## src/rtl/delay_line_ctrl.sv

```systemverilog
`default_nettype none
// ============================================================================
// Module     : delay_line_ctrl
// Description: Run-time programmable delay line with fill/flush controller.
//              A circular buffer is written every cycle; the read side taps it
//              at (wr_ptr - D) and the output is blanked until the buffer holds
//              D words written under the current delay setting.
//              Optional macro DELAY_LINE_VSYNC_LOAD_EN defers accepted delay
//              loads to the next rising edge of i_vsync.
// Revision   : 1.0 - initial release
// ============================================================================
module delay_line_ctrl #(
  parameter int p_width      = 24,
  parameter int p_max_delay  = 64,
  parameter int p_delay_bits = 7,
  parameter int p_init_delay = 5
) (
  input  logic                    i_clk,
  input  logic                    i_rst_n,
  input  logic [p_width-1:0]      i_data,
  input  logic [p_delay_bits-1:0] i_cfg_delay,
  input  logic                    i_cfg_load,
  input  logic                    i_vsync,
  output logic [p_width-1:0]      o_data,
  output logic                    o_valid,
  output logic                    o_busy,
  output logic                    o_cfg_err,
  output logic [p_delay_bits-1:0] o_delay_cur
);

  localparam int c_aw = (p_max_delay > 1) ? $clog2(p_max_delay) : 1;
  // One extra bit so wr_ptr + depth - D never wraps for any legal D.
  localparam int c_ew = p_delay_bits + 1;

  localparam logic [c_aw-1:0]         c_ptr_last = c_aw'(p_max_delay - 1);
  localparam logic [p_delay_bits-1:0] c_max_d    = p_delay_bits'(p_max_delay);
  localparam logic [p_delay_bits-1:0] c_init_d   = p_delay_bits'(p_init_delay);
  localparam logic [c_ew-1:0]         c_depth_w  = c_ew'(p_max_delay);

  typedef enum logic [1:0] {
    ST_FILL = 2'd0,
    ST_RUN  = 2'd1,
    ST_PEND = 2'd2
  } state_t;

  logic [p_width-1:0]      mem_q [p_max_delay];
  logic [c_aw-1:0]         wr_ptr_q;
  logic [c_aw-1:0]         wr_ptr_d;
  logic [c_ew-1:0]         rd_sum_d;
  logic [c_aw-1:0]         rd_addr_d;
  state_t                  state_q;
  logic [p_delay_bits-1:0] fill_cnt_q;
  logic [p_delay_bits-1:0] fill_inc_d;
  logic [p_delay_bits-1:0] delay_cur_q;
  logic                    valid_q;
  logic                    cfg_err_q;
  logic                    cfg_ok_d;
  logic                    load_ok_d;
  logic                    fill_done_d;

`ifdef DELAY_LINE_VSYNC_LOAD_EN
  logic [p_delay_bits-1:0] pend_q;
  logic [p_delay_bits-1:0] pend_d;
  logic                    vsync_q;
  logic                    vsync_rise_d;
`else
  // Frame sync has no role when loads apply immediately.
  logic                    unused_vsync;
  assign unused_vsync = i_vsync;
`endif

  // Write pointer advance with wrap at the last buffer slot.
  always_comb begin
    wr_ptr_d = (wr_ptr_q == c_ptr_last) ? '0 : wr_ptr_q + 1'b1;
  end

  // Read tap at (wr_ptr - D) mod depth; D == depth lands on the slot about to be overwritten.
  always_comb begin
    rd_sum_d = c_ew'(wr_ptr_q) + c_depth_w - c_ew'(delay_cur_q);
    if (rd_sum_d >= c_depth_w) begin
      rd_sum_d = rd_sum_d - c_depth_w;
    end
    rd_addr_d = c_aw'(rd_sum_d);
  end

  // Load validation and fill progress decode.
  always_comb begin
    cfg_ok_d    = (i_cfg_delay != '0) && (i_cfg_delay <= c_max_d);
    load_ok_d   = i_cfg_load && cfg_ok_d;
    fill_inc_d  = fill_cnt_q + 1'b1;
    fill_done_d = (fill_inc_d == delay_cur_q);
  end

  // Buffer storage: written every cycle, never reset.
  always_ff @(posedge i_clk) begin
    mem_q[wr_ptr_q] <= i_data;
  end

  // Write pointer register.
  always_ff @(posedge i_clk or negedge i_rst_n) begin
    if (!i_rst_n) begin
      wr_ptr_q <= '0;
    end else begin
      wr_ptr_q <= wr_ptr_d;
    end
  end

`ifdef DELAY_LINE_VSYNC_LOAD_EN
  // A load arriving on the same cycle as the sync edge wins over the older pending value.
  always_comb begin
    vsync_rise_d = i_vsync && !vsync_q;
    pend_d       = load_ok_d ? i_cfg_delay : pend_q;
  end

  // Frame sync edge detector.
  always_ff @(posedge i_clk or negedge i_rst_n) begin
    if (!i_rst_n) begin
      vsync_q <= 1'b0;
    end else begin
      vsync_q <= i_vsync;
    end
  end
`endif

  // Controller FSM with registered valid/error outputs.
  always_ff @(posedge i_clk or negedge i_rst_n) begin
    if (!i_rst_n) begin
      state_q     <= ST_FILL;
      fill_cnt_q  <= '0;
      delay_cur_q <= c_init_d;
      valid_q     <= 1'b0;
      cfg_err_q   <= 1'b0;
`ifdef DELAY_LINE_VSYNC_LOAD_EN
      pend_q      <= '0;
`endif
    end else begin
      cfg_err_q <= i_cfg_load && !cfg_ok_d;
`ifdef DELAY_LINE_VSYNC_LOAD_EN
      if ((state_q == ST_PEND) && vsync_rise_d) begin
        delay_cur_q <= pend_d;
        fill_cnt_q  <= '0;
        state_q     <= ST_FILL;
        valid_q     <= 1'b0;
      end else begin
        if (load_ok_d) begin
          pend_q  <= i_cfg_delay;
          state_q <= ST_PEND;
        end
        // A fill interrupted by a pending load still completes under the old delay.
        if (!valid_q) begin
          fill_cnt_q <= fill_inc_d;
          if (fill_done_d) begin
            valid_q <= 1'b1;
            if ((state_q == ST_FILL) && !load_ok_d) begin
              state_q <= ST_RUN;
            end
          end
        end
      end
`else
      if (load_ok_d) begin
        delay_cur_q <= i_cfg_delay;
        fill_cnt_q  <= '0;
        state_q     <= ST_FILL;
        valid_q     <= 1'b0;
      end else if (state_q == ST_FILL) begin
        fill_cnt_q <= fill_inc_d;
        if (fill_done_d) begin
          state_q <= ST_RUN;
          valid_q <= 1'b1;
        end
      end
`endif
    end
  end

  assign o_data      = valid_q ? mem_q[rd_addr_d] : '0;
  assign o_valid     = valid_q;
  assign o_busy      = (state_q != ST_RUN);
  assign o_cfg_err   = cfg_err_q;
  assign o_delay_cur = delay_cur_q;

endmodule
`default_nettype wire

```

## config.mk

```make
export PLATFORM = sky130hd
export DESIGN_NAME = delay_line_ctrl
export DESIGN_NICKNAME = d
export VERILOG_FILES = /design/src/rtl/delay_line_ctrl.sv
export SDC_FILE = /design/constraint.sdc
export NUM_CORES = 1
export LEC_CHECK = 0
export CORE_MARGIN = 5
export CORE_UTILIZATION = 62
export CTS_BUF_LIST = sky130_fd_sc_hd__clkbuf_16
export DETAILED_ROUTE_END_ITERATION = 10
export GPL_TIMING_DRIVEN = 1
export PLACE_DENSITY = 0.79
export SYNTH_ARGS = -nofsm -noshare
export SYNTH_HDL_FRONTEND = slang
export SYNTH_SLANG_ARGS = --single-unit
```

## constraint.sdc

```tcl
create_clock -name i_clk -period 4.45 [get_ports i_clk]
set_clock_uncertainty 0.1 [all_clocks]
set_input_delay 0.89 -clock i_clk [delete_from_list [all_inputs] [get_ports i_clk]]
set_output_delay 0.89 -clock i_clk [all_outputs]
set_load 0.1 [all_outputs]
```

# [Word level (Yosys, flattened, before mapping)]
# Memories as Yosys holds them, arrays and structs flattened.
# Cells that the tools add are included.
[word_totals] register_bits=24 ramBits=1536 inputBits=35 out_inout_bits=34 wordCells=37 n_memories=1
[op_classes] n_addsub=5 n_lt_le_gt_ge=2 eq_ne=3 muxes=11 reduce_logical=9
[memory_table] name="mem_q" depth=64 word_bits=24 read_ports=1 rd_ports_with_merged_regs=0 write_ports=1 line_no="46" rtl="logic [p_width-1:0] mem_q [p_max_delay];"
[op_table] cell="2-to-1 mux 24 bit" n=1
[op_table] cell="2-to-1 mux 7 bit" n=2
[op_table] cell="2-to-1 mux 6 bit" n=2
[op_table] cell="adder 6 x 7 -> 8 bit (second input constant)" n=1
[op_table] cell="greater-or-equal comparator 8 x 7 -> 1 bit (second input constant)" n=1
[op_table] cell="subtractor 8 x 7 -> 8 bit" n=1
[op_table] cell="adder 7 x 1 -> 7 bit (second input constant)" n=1
[op_table] cell="== test 7 bit" n=1
[op_table] cell="less-or-equal comparator 7 bit (second input constant)" n=1
[op_table] cell="nonzero test 7 bit" n=1
[op_table] cell="adder 6 x 1 -> 6 bit (second input constant)" n=1
[op_table] cell="== test 6 bit (second input constant)" n=1
[op_table] cell="2-to-1 mux 2 bit" n=3
[op_table] cell="subtractor 6 x 1 -> 6 bit (second input constant)" n=1
[op_table] cell="nonzero test 2 bit" n=2
[op_table] cell="logical AND 1 bit" n=3
[op_table] cell="2-to-1 mux 1 bit" n=3
[op_table] cell="zero test 2 bit" n=1
[op_table] cell="inequality test 2 x 1 -> 1 bit (second input constant)" n=1
[op_table] cell="AND reduction 2 bit" n=1
[op_table] cell="zero test 1 bit" n=1

# [Logic depth before layout (Yosys ltp)]
# Gate-level depths: netlist of run 1.
# An unclocked memory read counts as a cell.
[logic_depth] ltp_word=6 mapped_depth=11 ltp_nobuf=9

# [Least setup slack after synthesis of run 1]
# Ideal clock, no wire load.
[synth_timing] path_type="register -> output" start="register, netlist name state_q[0]" end="output port o_data[17]" arrival_ps=4016 t_required_ps=3460 setup_slack_ps=-556 path_stages_with_launch=8 n_path_buf=2 cell_sequence="dfrtp_1 -> buf_2 -> clkinv_1 -> nor4_1 -> o21bai_2 -> buf_2 -> a211oi_1 -> or4_1"
[synth_lines] element="end, declared" line_no="24" rtl="output logic [p_width-1:0] o_data,"

# [Worst setup path in the final report of run 1]
[layout_timing] start="register wr_ptr_q[0]" end="output port o_data[7]"
[layout_between] elab_chain_len=6 elab_cells_between_ends=7 cone_classes="add/sub (3); order compare (1); mux (2); memory (1)"
[layout_lines] element="start, declared" line_no="47" rtl="logic [c_aw-1:0] wr_ptr_q;"
[layout_lines] element="start signal, assigned" line_no="104" rtl="wr_ptr_q <= wr_ptr_d;"
[layout_lines] element="adder 6 x 7 -> 8 bit *" line_no="79" rtl="rd_sum_d = c_ew'(wr_ptr_q) + c_depth_w - c_ew'(delay_cur_q);"
[layout_lines] element="subtractor 8 x 7 -> 8 bit *" line_no="79"
[layout_lines] element="greater-or-equal comparator 8 x 7 -> 1 bit or subtractor 6 x 1 -> 6 bit (tied branches)" line_no="80, 81"
[layout_lines] element="2-to-1 mux 6 bit *" line_no="80" rtl="if (rd_sum_d >= c_depth_w) begin"
[layout_lines] element="memory (64 x 24 bit) *"
[layout_lines] element="2-to-1 mux 24 bit *" line_no="177" rtl="assign o_data = valid_q ? mem_q[rd_addr_d] : '0;"
# Mark *: on every way between the ends. The rest lies on a longest branch, timed or not.

==> results of run 1 <==
-- worst max-delay path by stage --
stage | slack [ns] | to | depth (start not counted)
2_1_floorplan | 0.008 | o_data[19] | 10
3_3_place_gp | -0.40 | o_data[10] | 12
3_5_place_dp | -0.41 | o_data[10] | 11
4_1_cts | -1.05 | o_data[1] | 11
5_1_grt | -1.09 | o_data[19] | 13
6_report | -1.04 | o_data[7] | 12
-- sequential cells by signal, summed over array words and instances, names as in the netlist --
signal,count
mem_q,1536
fill_cnt_q,7
o_delay_cur,7
wr_ptr_q,6
o_cfg_err,1
state_q,1
-- Yosys cell counts (2+ instances only) --
cell and n:
sky130_fd_sc_hd__edfxtp_1 1536, sky130_fd_sc_hd__mux4_2 384, sky130_fd_sc_hd__mux2i_1 123, sky130_fd_sc_hd__nor2_1 84
sky130_fd_sc_hd__clkbuf_1 81, sky130_fd_sc_hd__a211oi_1 73, sky130_fd_sc_hd__nand2_1 64, sky130_fd_sc_hd__and2_1 50
sky130_fd_sc_hd__o22ai_1 48, sky130_fd_sc_hd__buf_2 41, sky130_fd_sc_hd__or4_1 26, sky130_fd_sc_hd__a311oi_1 24
sky130_fd_sc_hd__dfrtp_1 20, sky130_fd_sc_hd__buf_6 16, sky130_fd_sc_hd__xnor2_1 14, sky130_fd_sc_hd__nand3_1 13
sky130_fd_sc_hd__buf_4 11, sky130_fd_sc_hd__inv_1 9, sky130_fd_sc_hd__buf_1 8, sky130_fd_sc_hd__o21ai_0 8
sky130_fd_sc_hd__a21oi_1 7, sky130_fd_sc_hd__ha_1 7, sky130_fd_sc_hd__xor2_1 7, sky130_fd_sc_hd__nand2b_1 5
sky130_fd_sc_hd__or3_1 5, sky130_fd_sc_hd__nor3_1 4, sky130_fd_sc_hd__nand4_1 3, sky130_fd_sc_hd__nor2b_1 3
sky130_fd_sc_hd__xor2_2 3, sky130_fd_sc_hd__a21boi_0 2, sky130_fd_sc_hd__dfstp_2 2, sky130_fd_sc_hd__nand3b_1 2
sky130_fd_sc_hd__o311ai_0 2, sky130_fd_sc_hd__or3b_2 2
-- through the flow --
| stage | hold WS [ns] | worst slack, ns | instance area (sq um) |
|---|---|---|---|
| finish | 0.466 | -1.04 | 71000 |
| global route | 0.490 | -1.09 | 71000 |
| CTS | 0.468 | -1.05 | 70500 |
| detailed placement | 0.451 | -0.406 | 65200 |
| global placement | 0.443 | -0.404 | 65200 |
| floorplan | 0.395 | 0.00790 | 60400 |
-- power by group --
part / switching [W] / internal (W) / leakage [nW] / total, W
Sequential: 0.0000560 / 0.0162 / 14.1 / 0.0162
Combinational: 0.00355 / 0.00267 / 6.61 / 0.00622
Clock: 0.00548 / 0.00740 / 2.53 / 0.0129
-- repair_timing --
action                                  in CTS  in global routing
buffers inserted                             2                 19
pin swaps                                    2                  3
resized for setup                           54                 42
hold buffers                                 0                  0
cloned                                       2                  6
endpoints found under the setup margin      24                 24
-- tightest hold or removal path: stages, from the launching register on --
cell	delay (ns)
sky130_fd_sc_hd__dfrtp_1	0.37
sky130_fd_sc_hd__xnor2_1	0.08
sky130_fd_sc_hd__nor2_1	0.08
-- area by class of cell --
type | instances | area, sq um
Antenna cell | 6 | 15.0
Clock buffer | 154 | 3850
Clock inverter | 122 | 1100
Fill cell | 4923 | 25600
Inverter | 10 | 38.8
Multi-Input combinational cell | 978 | 13500
Sequential cell | 1558 | 46700
Tap cell | 1276 | 1600
Timing Repair Buffer | 411 | 4220
-- kinds of logic after synthesis --
| group | Yosys count | share of synthesized area (%) |
|---|---|---|
| AOI/OAI and AO/OA | 175 | 2.10 |
| adders and majority gates | 8 | 0.178 |
| muxes | 507 | 16.4 |
| buffers and inverters | 167 | 1.39 |
| xor gates and xnor gates | 24 | 0.386 |
| DFF | 1558 | 77.4 |
| and+or+nand+nor | 264 | 2.16 |
-- per-layer routing --
layer  global-route usage [%]  share of wire (%)  up-vias
met5                        0              0.017        -
met4                     12.8                5.1        4
met3                     8.37                 13      495
met2                     48.4                 49     2436
met1                     39.8                 33    16100
li1                         -                  -    12200
==> flow_summary.json, run 1 <==
{
  "synth_edf_count": 1536,
  "path_clk_slew_ns": 0.06,
  "maxSlewHeadroom_pct": 6.48,
  "tightestPinTransition_ns": 1.40,
  "cell_type_contributing_the_most_total_cell_area_after_synthesis": "sky130_fd_sc_hd__edfxtp_1",
  "root_buffer": "sky130_fd_sc_hd__clkbuf_16",
  "path_delay_family": "adder cells",
  "final_max_slew_viol_count": 0,
  "crit_type": "reg2out",
  "cp_max_fo": 15,
  "total_negative_setup_slack_ns": -23.68,
  "core_area_sq_um": 96600,
  "grt_setup_unrepaired": "true",
  "synth_cell_types": 50,
  "timing.rr.end": "mem_q[54][10]",
  "crit_path_start_kind": "register",
  "reg2reg_from": "wr_ptr_q[2]",
  "drv.max_cap_violation_count": 0,
  "drc_errors": 0,
  "sequential_share_of_the_synthesized_area_pct": 77.4,
  "ys.flop_type": "sky130_fd_sc_hd__edfxtp_1",
  "vias": 31300,
  "synthesis.area_sq_um": 60300,
  "fp.dieArea_sq_um": 104000,
  "synth_area_leaders": "sky130_fd_sc_hd__edfxtp_1 (76%), sky130_fd_sc_hd__mux4_2 (14%), sky130_fd_sc_hd__mux2i_1 (2.0%)",
  "crit_arrival_ns": 4.50,
  "register_to_register_path_setup_slack_ns": 1.22,
  "avgSynthCellArea_sq_um": 22.3,
  "cts_num_sinks": 1558,
  "syn2layout_area_growth_pct": 17.8,
  "worst_skew_pair.late_latency_ns": 0.77,
  "start_point_of_the_critical_path": "wr_ptr_q[0]",
  "post-route-period-util_pct": 123,
  "cp-end-kind": "primary output",
  "reg2reg_path_depth": 4,
  "worstHoldEndpoint": "fill_cnt_q[6]",
  "final_count_of_hold_timing_violations": 0,
  "die_h_um": 322,
  "whs_path_depth": 2,
  "final.min_clock_period_ns": 5.49,
  "wire_length_of_the_first_global_routing_pass_um": 223000,
  "finalPower_w": 0.0353,
  "cp_num_buf_inv": 5,
  "initial_core_util_pct": 62.4,
  "finalWeightedCongestion": 0.885,
  "final-instance-count-excl-fill": 4515,
  "power_per_cell_area_nw_per_um2": 497,
  "via_per_inst": 6.93,
  "cp.required_ns": 3.46,
  "post_route_cells_drive_above_1_share_pct": 36.4,
  "cts-buffers-inserted": 150,
  "worst_path_max_delay_cell": "sky130_fd_sc_hd__fa_4",
  "finish.utilization_pct": 73.5,
  "route.antenna.remaining_nets": 0,
  "grt_antenna_before_repair": 7,
  "cts_htree_levels": 4,
  "layout_common_cells": "sky130_fd_sc_hd__edfxtp_1 (1536), sky130_fd_sc_hd__mux4_2 (384), sky130_fd_sc_hd__buf_4 (276)",
  "drt-initial-drc-count": 4691,
  "worst_hold_path_type": "reg2reg",
  "die_wd_um": 322,
  "tritoncts_clock_tree": "built",
  "synth_nets": 2746,
  "routedWlPerCell_um": 35.0,
  "critPathMaxStageDelay_ns": 0.87,
  "global_route.usage.total_pct": 30.2,
  "timing.hold.worst.start": "fill_cnt_q[6]",
  "status": "finished, violations left",
  "ioPinCount": 69,
  "critical_path.cell_chain": "inv_2 -> ha_4 -> fa_4 -> buf_12 -> mux4_2 -> and2_4 -> a211oi_2 -> buf_4 -> a311oi_1 -> buf_4 -> or4_4 -> buf_12",
  "maximum_number_of_pins_on_one_net_before_global_route_repair": 65,
  "cts.path.max_buffers": 3,
  "async_reset_ff_share_pct": 1.41,
  "ys_warn_count": 0,
  "peakVddDrop_uv": 626,
  "synth_top_area_share_pct": 76.5,
  "postLayoutSetupSlackWorst_ns": -1.04,
  "violations_in_the_final_reports": "negative setup slack",
  "total_of_buffers_placed_on_input_and_output_ports": 67,
  "grt_overflow": 0,
  "report.final.setup_viol": 24,
  "row_count": 114,
  "routed_wl_um": 158000,
  "static-leakage-power_nw": 23.2,
  "max_clock_freq_mhz": 182,
  "mostFrequentLayoutCell": "sky130_fd_sc_hd__edfxtp_1",
  "post_synth_inst_count": 2703,
  "first_global_vias": 31800,
  "num-nets-final": 3152,
  "first_pass_iters": 6,
  "post-dp-hpwl_um": 86200,
  "placed_instances": 4204,
  "number_of_register_bits_inferred_by_synthesis": 1558
}
No activity file was read; power rests on OpenSTA's default activity.
==> run 2, diff against run 1 <==
--- a/config.mk
+++ b/config.mk
@@ -5,12 +5,10 @@
 export SDC_FILE = /design/constraint.sdc
 export NUM_CORES = 1
 export LEC_CHECK = 0
-export CORE_MARGIN = 5
-export CORE_UTILIZATION = 62
+export CORE_UTILIZATION = 40
 export CTS_BUF_LIST = sky130_fd_sc_hd__clkbuf_16
 export DETAILED_ROUTE_END_ITERATION = 10
 export GPL_TIMING_DRIVEN = 1
-export PLACE_DENSITY = 0.79
 export SYNTH_ARGS = -nofsm -noshare
 export SYNTH_HDL_FRONTEND = slang
 export SYNTH_SLANG_ARGS = --single-unit
==> run 2 against run 1 <==
  * The run still ends with negative setup slack left
  * Sequential cell count stayed put
  * Non-clock buffer count shrank 1
  * Combinational power decreased by 3.5%
  * Design area is 1.7% higher
  * Register-to-register slack gained 0.41 ns
  * Fmax increased by 0.67%
  * Critical endpoint is now o_data[14]
==> flow_summary.json, run 2 (synthesis results as in run 1) <==
{
  "fp.dieArea_sq_um": 152000,
  "pwr-share-clk_pct": 36.5,
  "routedWlPerCell_um": 29.4,
  "flip_flop_count_of_the_largest_register_after_layout": 1536,
  "die_wd_um": 390,
  "cts.path.max_buffers": 3,
  "total_negative_setup_slack_ns": -22.24,
  "row_count": 142,
  "final.min_clock_period_ns": 5.46,
  "tritoncts_clock_tree": "built",
  "power.internal_w": 0.0261,
  "mostFrequentLayoutCell": "sky130_fd_sc_hd__edfxtp_1",
  "cp_max_fo": 15,
  "status": "finished, violations left",
  "power.switching_w": 0.00889,
  "cts-buffers-inserted": 157,
  "max_clock_freq_mhz": 183,
  "via_per_inst": 5.62,
  "finalWeightedCongestion": 0.873,
  "ioPinCount": 69,
  "crit_arrival_ns": 4.47,
  "violations_in_the_final_reports": "negative setup slack",
  "layout_common_cells": "sky130_fd_sc_hd__edfxtp_1 (1536), sky130_fd_sc_hd__mux4_2 (384), sky130_fd_sc_hd__buf_4 (265)",
  "drt-initial-drc-count": 2962,
  "worst_skew_pair.late_latency_ns": 0.78,
  "worst_hold_path_type": "reg2reg",
  "cts_htree_levels": 4,
  "syn2layout_area_growth_pct": 19.8,
  "maximum_number_of_pins_on_one_net_before_global_route_repair": 65,
  "routed_wl_um": 155000,
  "grt_overflow": 0,
  "power_per_cell_area_nw_per_um2": 485,
  "total_of_buffers_placed_on_input_and_output_ports": 67,
  "route.antenna.remaining_nets": 0,
  "grt_antenna_before_repair": 6,
  "timing.hold.worst.start": "o_delay_cur[2]",
  "crit_type": "reg2out",
  "first_global_vias": 30700,
  "global_route.usage.total_pct": 20.4,
  "cp.required_ns": 3.46,
  "core_area_sq_um": 150000,
  "crit_path_start_kind": "register",
  "reg_power_share_pct": 46.3,
  "path_clk_slew_ns": 0.06,
  "grt_setup_unrepaired": "true",
  "postLayoutSetupSlackWorst_ns": -1.01,
  "power.share.combinational_pct": 17.1,
  "start_point_of_the_critical_path": "o_delay_cur[0]",
  "tightestPinTransition_ns": 1.25,
  "report.final.setup_viol": 24,
  "maxSlewHeadroom_pct": 16.8,
  "peakVddDrop_uv": 416,
  "num-nets-final": 3158,
  "die_h_um": 390,
  "post-route-period-util_pct": 123,
  "cts_num_sinks": 1558,
  "static-leakage-power_nw": 23.3,
  "post-dp-hpwl_um": 91000,
  "share_of_total_power_consumed_by_net_switching_pct": 25.4,
  "final_max_slew_viol_count": 0,
  "first_pass_iters": 6,
  "cp-end-kind": "primary output",
  "vias": 29600,
  "post_route_cells_drive_above_1_share_pct": 37.1,
  "finish.utilization_pct": 48.2,
  "drv.max_cap_violation_count": 0,
  "max_flop_register": "mem_q",
  "wire_length_of_the_first_global_routing_pass_um": 219000,
  "final_count_of_hold_timing_violations": 0,
  "drc_errors": 0,
  "initial_core_util_pct": 40.3,
  "reg2reg_from": "wr_ptr_q[0]",
  "root_buffer": "sky130_fd_sc_hd__clkbuf_16"
}
## run 2: cell count changes in the layout (fill, tap and decap cells not counted), moves of 5 or more
cell,previous run,this run
sky130_fd_sc_hd__clkbuf_16,160,169
sky130_fd_sc_hd__clkinv_4,0,5
sky130_fd_sc_hd__inv_6,8,2
sky130_fd_sc_hd__o22ai_1,33,41
sky130_fd_sc_hd__clkinv_1,28,34
sky130_fd_sc_hd__bufinv_16,19,11
sky130_fd_sc_hd__buf_4,276,265
sky130_fd_sc_hd__a211oi_1,42,23
sky130_fd_sc_hd__a211oi_2,26,45
sky130_fd_sc_hd__o22ai_2,14,7
sky130_fd_sc_hd__buf_12,69,75
sky130_fd_sc_hd__mux2i_1,113,106
## run 2: timing repair
action,in CTS,in global routing
resized for setup,111,40
buffers inserted,10,30
pin swaps,20,18
hold buffers,0,0
endpoints found under the setup margin,24,24
gates cloned,5,3
## run 2: final cells by class
cell class | instances | area, sq um
multi-input cells | 978 | 13700
flip-flops and latches | 1558 | 46700
clock inverters | 119 | 852
diodes | 4 | 10.0
repair buffers | 410 | 4300
fillers | 11900 | 77600
inverters | 10 | 38.8
clock buffers | 166 | 4150
well taps | 2016 | 2520
## run 2: worst max-delay path: stages (launching register included)
cell and delay (ns):
sky130_fd_sc_hd__dfstp_4 0.64, sky130_fd_sc_hd__ha_4 0.13, sky130_fd_sc_hd__fa_4 0.65, sky130_fd_sc_hd__buf_12 0.18, sky130_fd_sc_hd__buf_12 0.15, sky130_fd_sc_hd__buf_8 0.16
sky130_fd_sc_hd__buf_12 0.16, sky130_fd_sc_hd__mux4_2 0.22, sky130_fd_sc_hd__mux2i_1 0.06, sky130_fd_sc_hd__a211oi_1 0.79, sky130_fd_sc_hd__or4_4 0.33, sky130_fd_sc_hd__buf_12 0.18
## run 2: stage by stage
step           cells  worst slack [ns]  power (W)  hold slack [ns]  cell area [sq um]
2_1_floorplan   2703           0.00790     0.0198            0.395              60400
3_3_place_gp    4930            -0.382     0.0220            0.461              65900
3_5_place_dp    4930            -0.412     0.0220            0.460              65900
4_1_cts         5229             -1.09     0.0351            0.452              71700
5_1_grt         5259             -1.12     0.0360            0.483              72200
6_report        5261             -1.01     0.0350            0.477              72200
## run 2: worst paths after layout
kind                                        to  slack, ns  cells after the start
worst max-delay path                o_data[14]      -1.01                     11
worst min-delay path            o_delay_cur[2]       0.48                      2
worst max register to register   mem_q[38][19]       1.63                      5
worst min register to register  o_delay_cur[2]       0.48                      2
max in group asynchronous       o_delay_cur[1]       2.95                      1
min in group asynchronous          wr_ptr_q[5]       0.59                      1
## run 2: routing by layer
| layer | global-route usage, % | vias to the layer above | wire (um) |
|---|---|---|---|
| li1 | - | 12300 | - |
| met1 | 27.7 | 15900 | 63000 |
| met2 | 32.9 | 1209 | 74400 |
| met3 | 4.84 | 208 | 13500 |
| met4 | 6.22 | 2 | 3980 |
| met5 | 0 | - | 13 |
## run 2: power groups by stage
stage / registers, W / clock network (W) / logic (W)
6_report: 0.0162 / 0.0128 / 0.00600
5_1_grt: 0.0162 / 0.0135 / 0.00628
4_1_cts: 0.0162 / 0.0130 / 0.00584
3_5_place_dp: 0.0165 / 0 / 0.00550
3_3_place_gp: 0.0165 / 0 / 0.00543
2_1_floorplan: 0.0166 / 0 / 0.00316
